--- config.mk ---
export PLATFORM = sky130hd
export DESIGN_NAME = analog_status_array_v2
export DESIGN_NICKNAME = d
export VERILOG_FILES = /design/src/rtl/analog_status_pkg.sv /design/src/rtl/status_sync_chan.sv /design/src/rtl/analog_status_array_v2.sv
export SDC_FILE = /design/constraint.sdc
export NUM_CORES = 1
export LEC_CHECK = 0
export ABC_AREA = 1
export BUFFER_PORTS_ARGS = -buffer_cell sky130_fd_sc_hd__clkbuf_2
export CORE_ASPECT_RATIO = 1.1
export CORE_UTILIZATION = 28
export CTS_CLUSTER_DIAMETER = 200
export DETAILED_ROUTE_END_ITERATION = 6
export PLACE_DENSITY = 0.54
export SLEW_MARGIN = 20
export SYNTH_ARGS = -nofsm -noshare
export SYNTH_HDL_FRONTEND = slang
export SYNTH_SLANG_ARGS = --single-unit
--- constraint.sdc ---
create_clock -name clk_in -period 48.6 [get_ports clk_in]
set_clock_uncertainty 0.05 [all_clocks]
set_input_delay 9.72 -clock clk_in [delete_from_list [all_inputs] [get_ports clk_in]]
set_output_delay 9.72 -clock clk_in [all_outputs]
set_load 0.01 [all_outputs]
--- src/rtl/analog_status_pkg.sv ---
// ---------------------------------------------------------------------------
// analog_status_pkg
// Shared definitions for the analog status array:
//   - register byte offsets of the APB register map
//   - APB slave FSM state encoding
//   - CTRL register bit positions
//   - byte-strobe to bit-mask helper
// ---------------------------------------------------------------------------
package analog_status_pkg;

    // Register map (byte addresses, word aligned)
    localparam int unsigned STATUS_BASE  = 32'h000;  // STATUS_i at STATUS_BASE + 4*i
    localparam int unsigned CHANGE_BASE  = 32'h100;  // CHANGE_i at CHANGE_BASE + 4*i
    localparam int unsigned IRQ_MASK_OFS = 32'h200;
    localparam int unsigned IRQ_STAT_OFS = 32'h204;
    localparam int unsigned CTRL_OFS     = 32'h208;

    // CTRL register bits
    localparam int unsigned CTRL_FREEZE_BIT = 0;

    // APB slave FSM states
    typedef enum logic [1:0] {
        IDLE   = 2'd0,
        ACCESS = 2'd1,
        RESP   = 2'd2
    } apb_state_e;

    // Expands the 4 APB byte strobes into a 32-bit bit mask.
    function automatic logic [31:0] strb_to_mask(input logic [3:0] strb);
        logic [31:0] mask;
        mask = '0;
        for (int b = 0; b < 4; b++) begin
            mask[b*8 +: 8] = {8{strb[b]}};
        end
        return mask;
    endfunction

endpackage

--- src/rtl/status_sync_chan.sv ---
// ---------------------------------------------------------------------------
// status_sync_chan
// One analog status channel: multi-flop synchroniser, delayed copy for edge
// detection, freezable shadow and sticky per-bit change flags with W1C clear.
//
// Ports:
//   clk_i       clock
//   rst_i       asynchronous active-high reset
//   status_i    raw status word from the analog domain
//   freeze_i    1 = shadow holds its value
//   clr_mask_i  one-cycle W1C clear mask for the change flags
//   shadow_o    shadow copy of the synchronised word
//   change_o    sticky change flags
// ---------------------------------------------------------------------------
module status_sync_chan #(
    parameter int DATA_W      = 32,
    parameter int SYNC_STAGES = 2
) (
    input  logic              clk_i,
    input  logic              rst_i,
    input  logic [DATA_W-1:0] status_i,
    input  logic              freeze_i,
    input  logic [DATA_W-1:0] clr_mask_i,
    output logic [DATA_W-1:0] shadow_o,
    output logic [DATA_W-1:0] change_o
);

    logic [DATA_W-1:0]      sync_q [SYNC_STAGES];
    // Tracks how far real data has travelled down the synchroniser after reset.
    logic [SYNC_STAGES-1:0] fill_q;
    logic [DATA_W-1:0]      prev_q;
    logic [DATA_W-1:0]      shadow_q;
    logic [DATA_W-1:0]      change_q;

    logic [DATA_W-1:0]      sync_last;
    logic [DATA_W-1:0]      sync_d;
    logic                   sync_valid;
    logic [DATA_W-1:0]      change_set;

    assign sync_last  = sync_q[SYNC_STAGES-1];
    assign sync_d     = sync_q[SYNC_STAGES-2];
    assign sync_valid = fill_q[SYNC_STAGES-1];

    // Until the synchroniser holds real data, prev_q is loaded with the same
    // value as sync_q so the first post-reset value never looks like an edge.
    assign change_set = sync_valid ? (sync_last ^ prev_q) : '0;

    always_ff @(posedge clk_i or posedge rst_i) begin
        if (rst_i) begin
            for (int k = 0; k < SYNC_STAGES; k++) begin
                sync_q[k] <= '0;
            end
            fill_q   <= '0;
            prev_q   <= '0;
            shadow_q <= '0;
            change_q <= '0;
        end else begin
            sync_q[0] <= status_i;
            for (int k = 1; k < SYNC_STAGES; k++) begin
                sync_q[k] <= sync_q[k-1];
            end
            fill_q <= {fill_q[SYNC_STAGES-2:0], 1'b1};
            prev_q <= sync_valid ? sync_last : sync_d;
            if (!freeze_i) begin
                shadow_q <= sync_last;
            end
            // Set is applied after clear so a simultaneous set wins.
            change_q <= (change_q & ~clr_mask_i) | change_set;
        end
    end

    assign shadow_o = shadow_q;
    assign change_o = change_q;

endmodule

--- src/rtl/analog_status_array_v2.sv ---
// ---------------------------------------------------------------------------
// analog_status_array_v2
// APB status block for the analog subsystem. NUM_CH status words are
// synchronised, shadowed (freezable for coherent reads) and monitored for
// bit changes; sticky change flags feed a maskable level interrupt.
//
// Ports:
//   clk_in     clock
//   reset      asynchronous active-high reset
//   PADDR, PENABLE, PSEL, PSTRB, PWDATA, PWRITE   APB request
//   PRDATA, PREADY, PSLVERR                        APB response (registered)
//   status_in  packed status, channel i at [i*DATA_W +: DATA_W]
//   irq        registered level interrupt = |(IRQ_MASK & per-channel change)
//
// APB handshake: setup phase (PSEL=1, PENABLE=0) moves IDLE->ACCESS; the
// first PSEL=1/PENABLE=1 cycle in ACCESS decodes, performs the write or
// captures read data and registers PREADY=1 (with PSLVERR) for exactly one
// cycle in RESP. PSEL low in any state returns to IDLE.
// ---------------------------------------------------------------------------
module analog_status_array_v2
    import analog_status_pkg::*;
#(
    parameter int NUM_CH      = 4,
    parameter int DATA_W      = 32,
    parameter int SYNC_STAGES = 2,
    parameter int ADDR_W      = 16
) (
    input  logic                     clk_in,
    input  logic                     reset,
    input  logic [ADDR_W-1:0]        PADDR,
    input  logic                     PENABLE,
    input  logic                     PSEL,
    input  logic [3:0]               PSTRB,
    input  logic [31:0]              PWDATA,
    input  logic                     PWRITE,
    output logic [31:0]              PRDATA,
    output logic                     PREADY,
    output logic                     PSLVERR,
    input  logic [NUM_CH*DATA_W-1:0] status_in,
    output logic                     irq
);

    localparam int          PAGE_W   = ADDR_W - 8;
    localparam logic [6:0]  NUM_CH_L = 7'(NUM_CH);

    // Register state
    apb_state_e        state_q;
    logic [31:0]       prdata_q;
    logic              pready_q;
    logic              pslverr_q;
    logic              irq_q;
    logic [NUM_CH-1:0] irq_mask_q;
    logic              freeze_q;

    // Channel interface
    logic [DATA_W-1:0] shadow_w [NUM_CH];
    logic [DATA_W-1:0] change_w [NUM_CH];
    logic [DATA_W-1:0] clr_w    [NUM_CH];
    logic [NUM_CH-1:0] irq_stat;

    // Address decode
    logic [PAGE_W-1:0] page;
    logic [5:0]        idx;
    logic              idx_ok;
    logic              aligned;
    logic              sel_status;
    logic              sel_change;
    logic              sel_mask;
    logic              sel_stat;
    logic              sel_ctrl;
    logic              addr_err;
    logic              access_fire;
    logic              wr_fire;
    logic [31:0]       wmask;
    logic [31:0]       wdata_masked;
    logic [31:0]       rd_data;

    assign page       = PADDR[ADDR_W-1:8];
    assign idx        = PADDR[7:2];
    assign idx_ok     = ({1'b0, idx} < NUM_CH_L);
    assign aligned    = (PADDR[1:0] == 2'b00);
    assign sel_status = (page == PAGE_W'(STATUS_BASE >> 8)) && idx_ok;
    assign sel_change = (page == PAGE_W'(CHANGE_BASE >> 8)) && idx_ok;
    assign sel_mask   = (PADDR == ADDR_W'(IRQ_MASK_OFS));
    assign sel_stat   = (PADDR == ADDR_W'(IRQ_STAT_OFS));
    assign sel_ctrl   = (PADDR == ADDR_W'(CTRL_OFS));

    // Unmapped, misaligned, out-of-range channel or write to a RO register.
    assign addr_err = !aligned
                    || !(sel_status || sel_change || sel_mask || sel_stat || sel_ctrl)
                    || (PWRITE && (sel_status || sel_stat));

    assign access_fire  = (state_q == ACCESS) && PSEL && PENABLE;
    assign wr_fire      = access_fire && PWRITE && !addr_err;
    assign wmask        = strb_to_mask(PSTRB);
    assign wdata_masked = PWDATA & wmask;

    // Channels
    for (genvar i = 0; i < NUM_CH; i++) begin : g_chan
        assign clr_w[i] = (wr_fire && sel_change && (idx == 6'(i)))
                          ? wdata_masked[DATA_W-1:0] : '0;

        status_sync_chan #(
            .DATA_W      (DATA_W),
            .SYNC_STAGES (SYNC_STAGES)
        ) u_chan (
            .clk_i      (clk_in),
            .rst_i      (reset),
            .status_i   (status_in[i*DATA_W +: DATA_W]),
            .freeze_i   (freeze_q),
            .clr_mask_i (clr_w[i]),
            .shadow_o   (shadow_w[i]),
            .change_o   (change_w[i])
        );

        assign irq_stat[i] = irq_mask_q[i] & (|change_w[i]);
    end

    // Read mux; channel words are zero-extended to 32 bits.
    always_comb begin
        rd_data = '0;
        if (sel_status) begin
            for (int i = 0; i < NUM_CH; i++) begin
                if (idx == 6'(i)) begin
                    rd_data[DATA_W-1:0] = shadow_w[i];
                end
            end
        end else if (sel_change) begin
            for (int i = 0; i < NUM_CH; i++) begin
                if (idx == 6'(i)) begin
                    rd_data[DATA_W-1:0] = change_w[i];
                end
            end
        end else if (sel_mask) begin
            rd_data[NUM_CH-1:0] = irq_mask_q;
        end else if (sel_stat) begin
            rd_data[NUM_CH-1:0] = irq_stat;
        end else if (sel_ctrl) begin
            rd_data[CTRL_FREEZE_BIT] = freeze_q;
        end
    end

    // APB FSM with registered outputs and RW registers
    always_ff @(posedge clk_in or posedge reset) begin
        if (reset) begin
            state_q    <= IDLE;
            prdata_q   <= '0;
            pready_q   <= 1'b0;
            pslverr_q  <= 1'b0;
            irq_q      <= 1'b0;
            irq_mask_q <= '0;
            freeze_q   <= 1'b0;
        end else begin
            pready_q  <= 1'b0;
            pslverr_q <= 1'b0;
            irq_q     <= |irq_stat;
            case (state_q)
                IDLE: begin
                    if (PSEL && !PENABLE) begin
                        state_q <= ACCESS;
                    end
                end
                ACCESS: begin
                    if (!PSEL) begin
                        state_q <= IDLE;
                    end else if (PENABLE) begin
                        state_q   <= RESP;
                        pready_q  <= 1'b1;
                        pslverr_q <= addr_err;
                        prdata_q  <= (addr_err || PWRITE) ? '0 : rd_data;
                        if (wr_fire && sel_mask) begin
                            irq_mask_q <= (irq_mask_q & ~wmask[NUM_CH-1:0])
                                        | wdata_masked[NUM_CH-1:0];
                        end
                        if (wr_fire && sel_ctrl && PSTRB[0]) begin
                            freeze_q <= PWDATA[CTRL_FREEZE_BIT];
                        end
                    end
                end
                RESP: begin
                    state_q <= IDLE;
                end
                default: begin
                    state_q <= IDLE;
                end
            endcase
        end
    end

    assign PRDATA  = prdata_q;
    assign PREADY  = pready_q;
    assign PSLVERR = pslverr_q;
    assign irq     = irq_q;

endmodule

==> impl_metrics.tcl, run 1 <==
set metrics [dict create \
    utilization_pct 33.30 \
    p_total_mw 1.229 \
    required_ps 49060 \
    fmax_mhz 76.34 \
    syn_to_final_growth_pct 17.16 \
    seq_area_um2 17120 \
    clk_latency_ps 620 \
    rows 118 \
    grt_overflow_total 0 \
    dr_total_vias 19759 \
    post-route-period-util_pct 26.95 \
    ys_seq_area_share_pct 63.53 \
    yosysWarningCount 0 \
    grt_pass1_vias 19888 \
    synth-seq-cells 684 \
    dieArea_um2 97470 \
    drv_cap 0 \
    crit_type "in2reg" \
    synthesis.nets 2982 \
    syn_area_um2 26940 \
    drive_above_1_share_pct 12.42 \
    p_comb_share_pct 5.3 \
    dp_hpwl_mm 62.75 \
    drt-wirelength-per-cell_um 20.32 \
    drt_first_pass_iters 5 \
    io_buffer_count 219 \
    grt-busiest-layer "met2" \
    multi_input_area_um2 8494 \
    outcome "finished clean" \
    antenna_found_initial 12 \
    p_leak_nw 14.60 \
    relSlewSlack_pct 28.82 \
    drt-vias-per-instance 4.616 \
    p_per_area_nw_per_um2 38.94 \
    io_pins 220 \
    ctsHoldBuffers 0 \
    syn_inst 2797 \
    post_cts_buffers 0 \
    finalHoldViolations 0 \
    initial_utilization_pct 28.42 \
    period_needed_ps 13100 \
    hold_class "reg2reg" \
    crit_path_start_kind "input port" \
    finalSetupTns_ps 0 \
    crit_path_end_kind "register" \
    drc_errors 0 \
    gp_congestion 0.9171 \
    die_x_um 297.8 \
    core_area_um2 94790 \
    clkPwrFrac_pct 44.8 \
    path_max_fanout 89 \
    numClockSinks 684 \
    root_buffer "clkbuf_16" \
    arrival_ps 13560 \
    setup_viol 0 \
    nets 3153 \
    cts_tree "built" \
    cts-resized-gates 0 \
    clockBufferDepth 3 \
    use_met2_pct 28.66 \
    sw_frac_of_total_pct 23.48 \
    seq_power_share_pct 49.8 \
    rsz0062_at_grt "false" \
    synth.avg_cell_area_um2 9.632 \
    drv_slew 0 \
    reg2reg_slack_ps 44990 \
    dr.first_iter.drc_count 1893 \
    grt.total_usage_pct 18.02 \
    ant_nets 0 \
    irDropWorstVdd_uv 23.71 \
    wirelength_mm 86.99 \
    switching_power_mw 0.2886 \
    p_int_mw 0.9405 \
    grt_max_degree 177 \
    gr-usage-met1_pct 24.05 \
    htree_levels 3 \
    die_h_um 327.3 \
    yosysUniqueCellTypes 35 \
    fillers 9959 \
    grt_pass1_wl_mm 130.5 \
    tightest_slew_ps 1068 \
    use_met3_pct 3.601 \
    numCtsBuffers 71 \
    path_clk_slew_ps 60 \
]
==> cells in the final DEF, fill, tap and decap left out, types with 6 or more instances in the layout <==
master,n
inv_1,177
clkbuf_1,22
nand4_1,8
nor4_1,24
o21ai_1,14
clkinv_2,8
o2111ai_1,9
clkbuf_8,13
nand2_1,810
dfrtp_1,682
a21oi_1,148
clkbuf_16,74
buf_4,19
nand3_1,189
clkbuf_2,219
xor2_1,128
a211oi_1,13
o21ai_0,184
inv_2,6
o211ai_1,30
nor2_1,181
==> state kept, by name, indices dropped and copies added (netlist names), named ones only <==
register and cells:
g_chan.u_chan.fill_q 2, g_chan.u_chan.sync_d 128, irq 1, g_chan.u_chan.sync_last 128, g_chan.u_chan.prev_q 128, state_q 2, freeze_q 1, g_chan.u_chan.shadow_o 128
PRDATA 32, PREADY 1, g_chan.u_chan.change_o 128, PSLVERR 1
==> final timing paths <==
check / start / endpoint / cells after the start
hold reg to reg: g_chan[3].u_chan.fill_q[0]$_DFF_PP0_ / g_chan[0].u_chan.fill_q[1]$_DFF_PP0_ / 0
hold / removal: g_chan[3].u_chan.fill_q[0]$_DFF_PP0_ / g_chan[0].u_chan.fill_q[1]$_DFF_PP0_ / 0
setup reg to reg: g_chan[0].u_chan.fill_q[1]$_DFF_PP0_ / g_chan[3].u_chan.change_o[15]$_DFF_PP0_ / 5
min in group asynchronous: reset / g_chan[0].u_chan.sync_d[27]$_DFF_PP0_ / 2
setup / recovery: PADDR[7] / g_chan[0].u_chan.change_o[21]$_DFF_PP0_ / 16
max in group asynchronous: reset / g_chan[3].u_chan.prev_q[29]$_DFF_PP0_ / 4
==> routing by layer <==
| layer | wire length [um] | up-vias |
|---|---|---|
| li1 | - | 9297 |
| met2 | 40190 | 572 |
| met3 | 5188 | 163 |
| met1 | 38260 | 9705 |
| met5 | 136 | - |
| met4 | 3212 | 22 |
==> cell usage after synthesis (all sizes together) <==
library cell	n	area (um^2)
nand2	818	3110
dfrtp	684	17120
o21ai	198	991.0
nor2	192	769.5
nand3	189	945.9
inv	184	690.7
a21oi	148	740.7
xor2	128	1121
clkbuf	102	382.9
buf	42	274.0
o211ai	30	225.2
nor4	25	156.4
a211oi	13	97.59
nand4	9	71.32
o2111ai	9	78.83
a31oi	5	31.28
nand3b	5	37.54
a21o	4	30.03
a22oi	4	30.03
nor3	3	15.01
clkinv	2	7.510
conb	1	3.750
nor3b	1	7.510
o21bai	1	7.510
==> worst max-delay path, cell delays in order <==
cell and delay (ps):
clkbuf_2 90, nor2_2 160, nand2_4 130, nor2_4 90, buf_4 430, nand2_1 150, clkinv_1 70, buf_4 260
nand2_1 140, nand2_4 110, nand4_4 90, nor2_4 740, buf_4 850, nand3_1 170, nand2_1 120, nand2_1 50
==> through the flow <==
stage                     setup WS [ps]  std cells  hold WS [ps]  cell area, um^2
after floorplan                   19650       2797         281.2            26940
after global placement            35020       4154         287.0            29200
after detailed placement          34970       4154         298.2            29200
after CTS                         35610       4279         312.4            31540
after global routing              35210       4280         320.0            31560
final                             35500       4281         306.7            31570
==> power by group through the flow <==
stage               clock, mW  sequential (mW)  combinational, mW
floorplan                   0            0.616             0.0398
global placement            0            0.623             0.0667
detailed placement          0            0.623             0.0671
CTS                     0.565            0.613             0.0675
global route            0.585            0.615             0.0746
finish                  0.551            0.612             0.0657
==> cell type report <==
| cell class | instances | share of cell area (%) |
|---|---|---|
| repair buffers | 242 | 4.202 |
| flip-flops and latches | 684 | 54.25 |
| clock buffers | 109 | 6.695 |
| diodes | 1 | 0.007927 |
| inverters | 186 | 2.236 |
| multi-input cells | 1783 | 26.91 |
| well taps | 1260 | 4.994 |
| clock inverters | 16 | 0.7095 |
==> logic make-up (layout without fill, tap and decap cells) <==
| group | Yosys count | in the layout | share of synthesized area (%) |
|---|---|---|---|
| simple gates | 1242 | 1242 | 18.98 |
| flops | 684 | 684 | 63.53 |
| compound gates | 412 | 412 | 8.285 |
| buf+inv | 330 | 553 | 5.030 |
| xor+xnor | 128 | 128 | 4.161 |
| other cells | 1 | 2 | 0.01392 |
Note: power is estimated with default switching activity, not from simulation.
==> inputs of run 2 (changes only) <==
- ABC_AREA: 1 -> 0
- PLACE_DENSITY: 0.54 -> 0.56
- clock period: 48.6 -> 11.5 ns (I/O delays scaled with it)
==> run 2 against run 1 <==
- routed wire length decreased by 15%
- setup slack got worse by 29000 ps
- flip-flop and latch count unchanged
- highest routed layer unchanged
- critical path type unchanged
- non-clock buffer count increased by 6
==> impl_metrics.tcl, run 2 <==
set metrics [dict create \
    seq_power_share_pct 49.3 \
    grt_max_degree 176 \
    nets 2283 \
    arrival_ps 5110 \
    drv_cap 0 \
    p_comb_share_pct 5.6 \
    die_h_um 324.0 \
    dieArea_um2 95490 \
    path_max_fanout 21 \
    io_buffer_count 219 \
    rr_worst_depth 8 \
    p_int_mw 4.014 \
    multi_input_area_um2 8758 \
    p_total_mw 5.230 \
    layout_commonest_cell "dfrtp_1" \
    clk_latency_ps 630 \
    relSlewSlack_pct 25.99 \
    crit_path_start_kind "input port" \
    yosysWarningCount 0 \
    grt.total_usage_pct 15.76 \
    antenna_found_initial 10 \
    r2r_start "state_q[1]$_DFFE_PP0P_" \
    final_area_um2 31220 \
    rsz0062_at_grt "false" \
    dr_total_vias 16293 \
    utilization_pct 33.59 \
    synthesis.nets 2071 \
    die_x_um 294.7 \
    min_from "g_chan[3].u_chan.fill_q[0]$_DFF_PP0_" \
    seq_area_um2 17120 \
    fillers 9192 \
    initial_utilization_pct 28.39 \
    drt_first_pass_iters 5 \
    drv_slew 0 \
    p_per_area_nw_per_um2 167.5 \
    finalHoldViolations 0 \
    dp_hpwl_mm 49.46 \
    hold-path-cell-count 0 \
    synth.avg_cell_area_um2 13.99 \
    htree_levels 3 \
    ys_seq_area_share_pct 64.85 \
    gp_congestion 0.8320 \
    clockBufferDepth 3 \
    sw_frac_of_total_pct 23.25 \
    setup_viol 0 \
    yosys-top-cells-count "dfrtp_1, mux2_2, nand2_1, xor2_1" \
    drt-wirelength-per-cell_um 21.80 \
    grt_pass1_wl_mm 112.4 \
    crit_type "in2reg" \
    drc_errors 0 \
    outcome "finished clean" \
    yosysTopAreaCellShare_pct 64.85 \
    synth.most_common_cell "dfrtp_1" \
    finalSetupTns_ps 0 \
    rows 117 \
    ant_nets 0 \
    dr.first_iter.drc_count 1475 \
    p_leak_nw 12.67 \
    min_to "g_chan[0].u_chan.fill_q[1]$_DFF_PP0_" \
    final_cell_mix "dfrtp_1, mux2_2, clkbuf_2" \
    grt_overflow_total 0 \
    crit_path_end_kind "register" \
    yosys-top-cells-area "dfrtp_1, mux2_2, xor2_1, a22o_1, nand2_1" \
    reg2reg_slack_ps 8220 \
    core_area_um2 92960 \
    post-route-period-util_pct 40.40 \
    fmax_mhz 215.3 \
    fin_hold_ws_ps 306.7 \
    wirelength_mm 74.14 \
    synth-seq-cells 684 \
    cts-resized-gates 0 \
    drive_above_1_share_pct 31.22 \
    grt_pass1_vias 17317 \
    ctsHoldBuffers 0 \
    period_needed_ps 4645 \
    synthArstFlopShare_pct 100.0 \
    hold_class "reg2reg" \
    tightest_slew_ps 1102 \
    numClockSinks 684 \
    syn_inst 1886 \
    syn_area_um2 26390 \
    synth_edf_count 0 \
    irDropWorstVdd_uv 95.50 \
    yosysUniqueCellTypes 56 \
    post_dp_cell_area_um2 28800 \
    r2r_end "g_chan[0].u_chan.change_o[20]$_DFF_PP0_" \
    required_ps 11960 \
    path_clk_slew_ps 60 \
    post_cts_buffers 0 \
    syn_to_final_growth_pct 18.31 \
    synthFlopType "dfrtp_1" \
    synth_top_area_cell "dfrtp_1" \
    numCtsBuffers 74 \
    cts_tree "built" \
    switching_power_mw 1.216 \
    root_buffer "clkbuf_16" \
    io_pins 220 \
    clkPwrFrac_pct 45.0 \
    drt-vias-per-instance 4.792 \
]
run 2: kinds of logic (layout without fill, tap and decap cells):
family	Yosys count	after routing	synth area share, %
xor+xnor	128	128	4.248
other cells	1	3	0.01421
simple gates	331	331	6.319
mux	326	326	14.07
buf+inv	119	382	2.081
compound gates	297	297	8.420
flops	684	684	64.85
run 2: critical path, cell delays in order:
cell and delay [ps]:
clkbuf_2 100, nor4_4 650, nand4_2 200, nor4_4 930, buf_4 490, nand3_1 130
a22o_1 250
run 2: how the worst max path moves through the flow:
stage                     startpoint                                 endpoint  depth (start not counted)
after floorplan                reset                    PRDATA[0]$_DFFE_PP0P_                          1
after global placement     PADDR[15]   g_chan[3].u_chan.change_o[7]$_DFF_PP0_                          7
after detailed placement   PADDR[15]   g_chan[0].u_chan.change_o[7]$_DFF_PP0_                          7
after CTS                  PADDR[15]  g_chan[0].u_chan.change_o[25]$_DFF_PP0_                          7
after global routing       PADDR[15]  g_chan[0].u_chan.change_o[18]$_DFF_PP0_                          7
final                      PADDR[15]  g_chan[0].u_chan.change_o[20]$_DFF_PP0_                          7
run 2: metrics by stage:
stage / instances / setup WS [ps]
4_1_cts: 3396 / 6863
3_5_place_dp: 3269 / 6193
5_1_grt: 3398 / 6754
6_report: 3400 / 6855
2_1_floorplan: 1886 / -208.2
3_3_place_gp: 3269 / 6334
run 2: per-layer routing:
metal | track usage [%] | vias up | part of all wire [%]
met4 | 5.231 | 18 | 2.5
met2 | 25.35 | 564 | 48
met1 | 20.76 | 8411 | 43
met3 | 3.816 | 119 | 6.9
met5 | 0 | - | 0.16
li1 | - | 7181 | -
run 2: cell type report:
class                           count  area share (%)
Clock inverter                     25          0.9657
Antenna cell                        2         0.01603
Timing Repair Buffer              248           4.372
Tap cell                         1249           5.005
Sequential cell                   684           54.84
Inverter                            7         0.09617
Clock buffer                      102           6.656
Multi-Input combinational cell   1083           28.05
run 2: power groups by stage:
stage | sequential [mW] | clock [mW] | combinational, mW
global route | 2.59 | 2.52 | 0.323
global placement | 2.62 | 0 | 0.293
finish | 2.58 | 2.36 | 0.293
CTS | 2.58 | 2.43 | 0.299
floorplan | 2.60 | 0 | 0.187
detailed placement | 2.63 | 0 | 0.297
==> inputs of run 3 (changes only) <==
- PLACE_DENSITY: 0.56 -> 0.54
- clock period: 11.5 -> 4.45 ns (I/O delays scaled with it)
==> run 3 against run 2 <==
- critical path depth stayed put
- routed wire length increased by 1.2%
- register-to-register slack got worse by 6500 ps
- first-iteration DRC count shrank 9.4%
- final cell count up 0.76%
- total power rose to 2.7 times the previous value
- sequential power rose to 2.6 times the previous value
- worst hold slack better by 3.7 ps
- design area up 1.4%
- setup slack got worse by 5400 ps
- highest routed layer unchanged
==> impl_metrics.tcl, run 3 (same netlist as run 2, synthesis figures left out) <==
set metrics [dict create \
    outcome "finished clean" \
    irDropWorstVdd_uv 247.2 \
    post-route-period-util_pct 66.39 \
    ctsHoldBuffers 0 \
    dieArea_um2 95490 \
    antenna_found_initial 13 \
    grt_overflow_total 0 \
    fmax_mhz 338.5 \
    p_int_mw 10.90 \
    wirelength_mm 75.03 \
    cts_tree "built" \
    dr_total_vias 16440 \
    drt-wirelength-per-cell_um 21.90 \
    sw_frac_of_total_pct 22.90 \
    drt-vias-per-instance 4.799 \
    crit_path_frequent_cell "nor4_4" \
    seq_power_share_pct 47.2 \
    die_x_um 294.7 \
    grt_max_degree 130 \
    drt_first_pass_iters 5 \
    die_h_um 324.0 \
    rows 117 \
    drv_slew 0 \
    required_ps 4890 \
    crit_path_start_kind "input port" \
    finalSetupTns_ps 0 \
    path_max_fanout 14 \
    rr_worst_depth 7 \
    drv_cap 0 \
    drc_errors 0 \
    layout_commonest_cell "dfrtp_1" \
    utilization_pct 34.08 \
    crit_cells 7 \
    rsz0062_at_grt "false" \
    drive_above_1_share_pct 31.98 \
    numCtsBuffers 78 \
    p_leak_nw 12.90 \
    tightest_slew_ps 914.7 \
    period_needed_ps 2954 \
    final_cell_mix "dfrtp_1, mux2_2, clkbuf_2" \
    dp_hpwl_mm 50.89 \
    p_per_area_nw_per_um2 446.3 \
    dr.first_iter.drc_count 1336 \
    grt_pass1_vias 17639 \
    io_buffer_count 219 \
    finalHoldViolations 0 \
    core_area_um2 92960 \
    layout_setup_ws_ps 1496 \
    crit_type "in2reg" \
    setup_viol 0 \
    fillers 9092 \
    post_cts_buffers 0 \
    hold_class "reg2reg" \
    path_cells "clkbuf_2 > nor4_4 > nand4_2 > nor4_4 > buf_4 > nand3_1 > a22o_1" \
    htree_levels 3 \
    ant_nets 0 \
    crit_path_end_kind "register" \
    clkPwrFrac_pct 47.4 \
    numClockSinks 684 \
    initial_utilization_pct 28.39 \
    dp_slack_ps 925.5 \
    path_clk_slew_ps 60 \
    p_comb_share_pct 5.4 \
    arrival_ps 3390 \
    hold-path-cell-count 0 \
    clockBufferDepth 3 \
    gp_congestion 0.8210 \
    path_buf_inv 2 \
    clk_latency_ps 630 \
    cts-resized-gates 0 \
    crit_slowest_cell "nor4_4" \
    nets 2299 \
    switching_power_mw 3.238 \
    io_pins 220 \
    fin_hold_ws_ps 310.4 \
    grt.total_usage_pct 15.90 \
    relSlewSlack_pct 38.55 \
    cp_slowest_stage_delay_ps 750 \
    cp_top_family "simple AND/OR/NAND/NOR gates" \
    root_buffer "clkbuf_16" \
    grt_pass1_wl_mm 113.2 \
    syn_to_final_growth_pct 20.02 \
]
## run 3: cell types whose count changed in the layout (fill, tap and decap cells not counted), moves of 2 or more
cell	before	now
buf_4	26	34
clkbuf_16	75	81
bufinv_16	5	9
buf_12	2	8
clkbuf_8	10	13
diode_2	2	4
## run 3: worst paths after layout
kind,startpoint,endpoint,slack [ps]
worst max-delay path,PADDR[7],g_chan[0].u_chan.change_o[22]$_DFF_PP0_,1500
worst min-delay path,g_chan[0].u_chan.sync_d[2]$_DFF_PP0_,g_chan[0].u_chan.sync_last[2]$_DFF_PP0_,310
worst max register to register,state_q[1]$_DFFE_PP0P_,g_chan[0].u_chan.change_o[22]$_DFF_PP0_,1730
worst min register to register,g_chan[0].u_chan.sync_d[2]$_DFF_PP0_,g_chan[0].u_chan.sync_last[2]$_DFF_PP0_,310
max in group asynchronous,reset,g_chan[0].u_chan.sync_d[28]$_DFF_PP0_,2820
min in group asynchronous,reset,g_chan[1].u_chan.sync_d[12]$_DFF_PP0_,340
## run 3: cell type report
type | instances | area (um^2) | area share (%)
Sequential cell | 684 | 17120 | 54.06
Multi-Input combinational cell | 1083 | 8757 | 27.65
Clock buffer | 110 | 2266 | 7.153
Tap cell | 1249 | 1563 | 4.933
Timing Repair Buffer | 260 | 1506 | 4.756
Clock inverter | 29 | 420.4 | 1.327
Inverter | 7 | 30.03 | 0.09480
Antenna cell | 4 | 10.01 | 0.03160
## run 3: metrics by stage
| stage | total power, mW | instance area (um^2) | cells |
|---|---|---|---|
| after floorplan | 7.208 | 26400 | 1886 |
| after global placement | 7.542 | 28980 | 3283 |
| after detailed placement | 7.568 | 28980 | 3283 |
| after CTS | 14.35 | 31670 | 3422 |
| after global routing | 14.66 | 31670 | 3423 |
| final | 14.14 | 31680 | 3426 |
## run 3: power by group through the flow
| stage | clock [mW] | sequential [mW] | combinational [mW] |
|---|---|---|---|
| floorplan | 0 | 6.73 | 0.483 |
| global placement | 0 | 6.77 | 0.768 |
| detailed placement | 0 | 6.79 | 0.783 |
| CTS | 6.89 | 6.67 | 0.788 |
| global route | 7.11 | 6.70 | 0.848 |
| finish | 6.70 | 6.67 | 0.770 |
## run 3: routing by layer
| layer | share of wire [%] | GRT usage, % | vias to the layer above |
|---|---|---|---|
| li1 | - | - | 7245 |
| met1 | 43 | 20.59 | 8588 |
| met2 | 47 | 25.61 | 470 |
| met3 | 7.2 | 4.563 | 119 |
| met4 | 2.4 | 4.873 | 18 |
| met5 | 0.15 | 0 | - |
